## src/rtl/tile_result_writer.sv

```systemverilog
// tile_result_writer: buffers per-pixel solver results in a small FIFO and drains
// each one as a single 16-bit memory-mapped write, honouring waitrequest stalls.
module tile_result_writer #(
    parameter int          FIFO_DEPTH_BITS = 2,
    parameter logic [31:0] BASE_ADDR       = 32'h0000_0000
) (
    input  logic        clock,
    input  logic        reset,
    input  logic [31:0] in_addr,
    input  logic [15:0] in_data,
    input  logic        in_valid,
    output logic        in_ready,
    output logic [31:0] avm_address,
    output logic [15:0] avm_writedata,
    output logic        avm_write,
    input  logic        avm_waitrequest,
    input  logic        count_clear,
    output logic [31:0] pixel_count,
    output logic        busy
);

    localparam int DEPTH = 2 ** FIFO_DEPTH_BITS;
    localparam logic [FIFO_DEPTH_BITS:0]   FULL_COUNT = {1'b1, {FIFO_DEPTH_BITS{1'b0}}};
    localparam logic [FIFO_DEPTH_BITS:0]   OCC_ONE    = 1;
    localparam logic [FIFO_DEPTH_BITS-1:0] PTR_ONE    = 1;

    localparam logic [0:0] ST_IDLE  = 1'b0;
    localparam logic [0:0] ST_WRITE = 1'b1;

    logic [47:0]                fifo_mem [DEPTH];
    logic [FIFO_DEPTH_BITS-1:0] wr_ptr;
    logic [FIFO_DEPTH_BITS-1:0] rd_ptr;
    logic [FIFO_DEPTH_BITS:0]   occupancy;
    logic [0:0]                 state;

    logic        fifo_empty;
    logic        push;
    logic        pop;
    logic        accept;
    logic [47:0] head;
    logic [31:0] head_byte_addr;

    assign fifo_empty     = (occupancy == '0);
    assign in_ready       = (occupancy != FULL_COUNT);
    assign push           = in_valid && in_ready;
    assign avm_write      = (state == ST_WRITE);
    assign accept         = avm_write && !avm_waitrequest;
    assign pop            = !fifo_empty && (!avm_write || accept);
    assign head           = fifo_mem[rd_ptr];
    assign head_byte_addr = BASE_ADDR + (head[47:16] << 1);
    assign busy           = !fifo_empty || avm_write;

    // Storage is never reset; stale entries are unreachable once the pointers clear.
    always_ff @(posedge clock) begin
        if (push) begin
            fifo_mem[wr_ptr] <= {in_addr, in_data};
        end
    end

    always_ff @(posedge clock or negedge reset) begin
        if (!reset) begin
            wr_ptr    <= '0;
            rd_ptr    <= '0;
            occupancy <= '0;
        end else begin
            if (push) begin
                wr_ptr <= wr_ptr + PTR_ONE;
            end
            if (pop) begin
                rd_ptr <= rd_ptr + PTR_ONE;
            end
            case ({push, pop})
                2'b10:   occupancy <= occupancy + OCC_ONE;
                2'b01:   occupancy <= occupancy - OCC_ONE;
                default: occupancy <= occupancy;
            endcase
        end
    end

    // A pop always reloads the holding register, which covers both the IDLE start
    // and the back-to-back reload on an accept edge.
    always_ff @(posedge clock or negedge reset) begin
        if (!reset) begin
            state         <= ST_IDLE;
            avm_address   <= '0;
            avm_writedata <= '0;
        end else if (pop) begin
            state         <= ST_WRITE;
            avm_address   <= head_byte_addr;
            avm_writedata <= head[15:0];
        end else if (accept) begin
            state <= ST_IDLE;
        end
    end

    always_ff @(posedge clock or negedge reset) begin
        if (!reset) begin
            pixel_count <= '0;
        end else if (count_clear) begin
            pixel_count <= '0;
        end else if (accept) begin
            pixel_count <= pixel_count + 32'd1;
        end
    end

endmodule
```

## config.mk

```make
export PLATFORM = sky130hd
export DESIGN_NAME = tile_result_writer
export DESIGN_NICKNAME = d
export VERILOG_FILES = /design/src/rtl/tile_result_writer.sv
export SDC_FILE = /design/constraint.sdc
export NUM_CORES = 1
export LEC_CHECK = 0
export BUFFER_PORTS_ARGS = -buffer_cell sky130_fd_sc_hd__clkbuf_2
export CORE_MARGIN = 2
export CORE_UTILIZATION = 30
export CTS_BUF_LIST = sky130_fd_sc_hd__clkbuf_4 sky130_fd_sc_hd__clkbuf_8
export CTS_CLUSTER_DIAMETER = 50
export DETAILED_ROUTE_END_ITERATION = 10
export GPL_ROUTABILITY_DRIVEN = 0
export MAX_ROUTING_LAYER = met4
export PLACE_DENSITY = 0.58
export SYNTH_ARGS = -nofsm -noshare
export SYNTH_HDL_FRONTEND = slang
export SYNTH_SLANG_ARGS = --single-unit
```

## constraint.sdc

```tcl
create_clock -name clock -period 2.15 [get_ports clock]
set_input_delay 0.215 -clock clock [delete_from_list [all_inputs] [get_ports clock]]
set_output_delay 0.215 -clock clock [all_outputs]
set_load 0.02 [all_outputs]
```

# == After elaboration in Yosys (flattened, before gate mapping) ==
# Memories as Yosys holds them, arrays and structs flattened. A register that Yosys moved wholly into a read port is not among the register bits.
# Cells that the tools add are included.
# totals
ramBits,192
memories,1
word_cells,34
regBits,40
out_inout_bits,83
input_bits,53
# classes
muxes,7
n_reduce_logical,13
add_sub_neg,5
eq_ne,3
# mem_list
memory,words,width,read_ports,rd_ports_with_merged_regs,write_ports,line_no,source
fifo_mem,4,48,1,1,1,30,logic [47:0] fifo_mem [DEPTH];
# ops
cell,n
$mux 32,2
$add 32x1->32 const B,1
$pmux 3 s2,1
$reduce_bool 2->1,3
$add 2x1->2 const B,2
$logic_not 1->1,4
$mux 1,4
$add 3x1->3 const B,1
$logic_and 1x1->1,3
$logic_not 3->1,1
$ne 3x3->1 const B,1
$sub 3x1->3 const B,1
$eq 2x1->1 const B,1
$eq 2x2->1 const B,1
$logic_or 1x1->1,2

# == Depth between registers and ports, before layout ==
# logic_depth
ltp_word,6
depth_mapped,10
ltp_nobuf,10

# == Least setup slack after synthesis ==
# Ideal clock, no wire load.
# synth_timing
kind,register to register
from,register occupancy[0]
to,"memory fifo_mem[0][0], enable pin"
stages_incl_launch_ff,4
setup_slack_ns,-0.179
arrival_time_ns,1.920
path_buffers,0
synth_period_minus_slack_ns,2.329
required_time_ns,1.740
setup_time_ns,0.410
path_cell_list,dfrtp_1 -> inv_1 -> nand3_1 -> and3_1
# synth_via
elab_chain_len,4
# synth_lines
element,line_no,source
from (decl),33,logic [FIFO_DEPTH_BITS:0] occupancy;
from (signal assigned),73,2'b10: occupancy <= occupancy + OCC_ONE;
from (signal assigned),74,2'b01: occupancy <= occupancy - OCC_ONE;
from (signal assigned),75,default: occupancy <= occupancy;
$ne 3x3->1,44,assign in_ready = (occupancy != FULL_COUNT);
via in_ready,12,"output logic in_ready,"
$logic_and 1x1->1,45,assign push = in_valid && in_ready;
$mux 1,55,if (push) begin
$mux 1 (implied by the code),56,"fifo_mem[wr_ptr] <= {in_addr, in_data};"
to (decl),30,
# The timed path passes the listed nets, and every way through them passes these cells.

# == Worst setup path after layout ==
# layout_timing
from,register occupancy[0]
to,register occupancy[2]
# layout_via
elab_chain_len,5
word_cells_on_any_way,11
cone_classes,2 x add/sub; 3 x eq/ne; 1 x mux; 5 x reduce/logical
# layout_lines
element,line_no,source
$logic_not 3->1,43,assign fifo_empty = (occupancy == '0);
$logic_not 1->1,48,assign pop = !fifo_empty && (!avm_write || accept);
$logic_and 1x1->1,48,
$eq 2x1->1 / $eq 2x2->1 (equally long branches),72,"case ({push, pop})"
$pmux 3 s2 / $reduce_bool 2->1 (equally long branches),n/a,
# Parallel ways exist; a longest one is shown, timed or not.
# A chain may end at the register's enable or synchronous reset.

==> summary by stage <==
Worst hold path
The beginning of the worst hold path is in_valid. The number of cells traversed by the worst hold path is 3. The endpoint with the worst hold slack is wr_ptr[0]. The min-delay analysis places its worst path in the category primary input to register.

Detailed routing
The total iterations of the first detailed-routing run is 7. The number of DRC markers in iteration 0 is 165. The overall via count from detail_route is 6005. For this run, design rule violations remaining after detail routing come to 0.

The number of nets still failing antenna checks after routing is 0. Using the TritonRoute via totals, the vias-per-cell ratio works out to around 4.6. The average wire per cell in the routed design is approximately 18 um. The detailed-route wire length is approximately 24000 um.

Placement
The post-place setup slack is approximately 0.17 ns. The placed instances occupy a cell area of about 12000 um^2. Detailed placement finished with a half-perimeter wire length of roughly 14000 um. In this run, placement finished with an instance count of 1165. Port buffering added approximately 130 buffers.

Final layout
The area growth from synthesis to layout is 27.8%. The layout has 3249 filler cells. The most common library cell in the layout ignoring fill and taps is edfxtp_1. In the final layout, the share of cells above drive strength 1 is between 40% and 50%. The final non-filler cell total is between 1000 and 1500.

The register cell area after layout is just under 8000 um^2. The post-route standard cell area excluding fillers is between 10000 and 15000 um^2. At the end of the flow, the number of nets in the layout was approximately 870. The multi-input logic area is approximately 2700 um^2. In the layout the commonest cells are edfxtp_1, clkbuf_2, dfrtp_1, clkbuf_8.

Timing
The pin slew with the least headroom to its limit is approximately 0.56 ns. The clock period minus final worst setup slack is 1.96 ns. In the final timing run, aggregate negative setup slack is 0 ns.

The number of failing hold endpoints at the final stage came to 0. The worst clock skew is 0.0138 ns. Setup repair after global routing left no endpoint under its margin. The maximum operating frequency is about 0.51 GHz.

The number of max-slew violations in the final report is 0. The final cycle utilization of the critical path is 91.2%. The worst slew slack as a fraction of its limit is between 60% and 70%.

Setup violations remaining at the end of the flow were counted as 0. The least setup slack across all paths after layout is roughly 0.19 ns.

Yosys
The sequential share of the synthesized area is 73.3%. The most instantiated flip-flop cell in the synthesis netlist is edfxtp_1. After synthesis the netlist holds a flip-flop and latch count of 275. The mean instance size in the synthesized netlist is roughly 19 um^2. Yosys attributes the largest share of cell area to edfxtp_1, dfrtp_1, mux4_2.

Synthesis produced a netlist whose cell count is ~570. Counting distinct cell types in the post-synthesis netlist gives 37. The area share of the largest cell type after synthesis is 52.9%. The library cell with the largest summed area after synthesis is edfxtp_1. The fraction of synthesis flops using an asynchronous set or reset pin is around a third. The cell area that synthesis handed to floorplanning was around 11000 um^2. The count of synthesis-stage warnings from yosys is 0.

The synthesized design contains 188 enable-type register cells. The number of nets in the synthesized netlist is about 630.

Critical path
STA classifies the critical path endpoint as a register. Of all nets on the critical path, the largest fanout is 3. STA classifies the critical path startpoint as a register. On the worst path, the slowest cell contributes a delay of 0.40 ns. In this run the critical register-to-register path is launched from occupancy[0]. In this design, the critical path's most frequently occurring cell is inv_1.

The capture point of the worst reg-to-reg path is occupancy[2]. The path depth of the worst reg2reg path is 10. Data arrives at the worst endpoint at approximately 2.5 ns.

The start-to-end type of the worst setup path is register to register. Together, buffers and inverters on the worst path number 3. The master of the slowest instance on the critical path is dfrtp_1. Traced cell by cell, the critical path runs through inv_1 > nand3_1 > and2_1 > inv_1 > ha_1 > inv_1 > fa_1 > xor2_1 > nor2_1 > xor2_1. The number of logic stages on the critical path including buffering is 10. STA puts the critical path data required time at 2.68 ns.

For flop-to-flop paths, the worst setup slack is roughly 0.19 ns. The family with the most delay on the worst path is adder cells.

Global routing
The number of global-route vias before repair is 6398. The initial antenna violation count came to 1. The first global-routing pass estimated roughly 36000 um of wire. Entering global routing, the biggest net connects between 50 and 60 pins. Global routing finished with a remaining overflow of 0.

Across every metal layer, demand over resource in global routing totals between 10% and 20%.

Clock network
The H-tree depth is 2. The source-to-sink clock delay at the later pin of the worst-skew pair is just over 0.6 ns. The CTS clock-pin slew for the worst setup and hold paths is ~0.060 ns. The maximum number of buffers from clock root to sink is 3. The root buffer cell chosen for the clock tree is clkbuf_8.

Counting the buffers created by CTS gives 51. The number of setup buffers added after CTS is 0. For this design, the sink count on the clock tree is 275.

The TritonCTS clock tree is built.

Job
The max-cap check violation count is 0.

Floorplan
The core outline area is ~35000 um^2. The height of the die is roughly 190 um. The die area is ~37000 um^2. In this run the count of I/O pins placed on the die edge is about 140. The horizontal die dimension is around 190 um. For this configuration, the core starts out at a cell density of between 30% and 40%. Row generation in the floorplan step produced between 60 and 70 rows.

Pwr
The maximum vdd ir drop is 0.000648 V. The analysis attributes to cell leakage a power of ~0.005 uW. Dividing total power by cell area gives a power density of 1280 nW/um^2.

The total design power is between 15000 and 20000 uW.

Outcome
The flow ran to the end, and the final reports show no timing, DRC or antenna violations.
## worst reg2reg max path, stage by stage, from the launching register on
cell and delay, ns:
dfrtp_1 0.40, inv_1 0.10, nand3_1 0.09, and2_1 0.20
inv_1 0.07, ha_1 0.17, inv_1 0.06, fa_1 0.37
xor2_1 0.17, nor2_1 0.12, xor2_1 0.16
## where the power goes
part	switching [uW]	internal (uW)	leakage, uW
Clock	2190	2800	0.000546
Sequential	497	7040	0.00281
Combinational	2640	2350	0.00173
## stage by stage
step | utilization [%] | hold WS [ns]
floorplan | - | -0.0806
global placement | 34.3 | 0.217
detailed placement | 34.3 | 0.218
CTS | 38.6 | 0.0312
global route | 38.6 | 0.0982
finish | 38.6 | 0.0718
## layout make-up
| cell class | instances | share of cell area (%) |
|---|---|---|
| diodes | 1 | 0.0183 |
| clock buffers | 79 | 6.92 |
| clock inverters | 17 | 0.670 |
| inverters | 8 | 0.220 |
| multi-input cells | 264 | 19.9 |
| flip-flops and latches | 275 | 57.4 |
| well taps | 461 | 4.23 |
| repair buffers | 207 | 10.6 |
## cell families after synthesis
group                    share of synthesized area (%)
flip-flops                                        73.3
AND/OR/NAND/NOR                                   5.53
AO/OA/AOI/OAI                                     2.19
multiplexers                                      15.2
adder cells (fa/ha/maj)                          0.891
XOR/XNOR                                          1.48
other                                           0.0351
buffers and inverters                             1.37
## synth_stat cells, drive strengths merged, types with 11 or more instances
cell type,count
nor2,15
mux4,47
dfrtp,87
buf,11
clkbuf,14
a21oi,19
or4,14
edfxtp,188
nand2,19
o31ai,14
xnor2,11
mux2,50
nand4,13
## registers in the layout, indices dropped and copies added (netlist names)
signal and count:
fifo_mem 188, pixel_count 32, avm_address 31, avm_writedata 16
occupancy 3, rd_ptr 2, wr_ptr 2, avm_write 1
## how the worst max path moves through the flow
stage,startpoint,endpoint
finish,occupancy[0],occupancy[2]
global route,avm_write,pixel_count[27]
CTS,occupancy[0],occupancy[2]
detailed placement,occupancy[0],occupancy[2]
global placement,occupancy[0],occupancy[2]
floorplan,avm_write,occupancy[2]
## per-layer routing
metal	share of wire (%)	global-route usage, %
met5	0	-
met1	42	15.7
met3	7.0	4.11
met4	2.5	5.52
met2	49	21.8
## repair_timing
action	CTS	global route
resized for setup	0	0
endpoints found under the hold margin	245	0
setup endpoints to repair	0	1
hold buffers	50	0
Note: power is estimated with default switching activity, not from simulation.
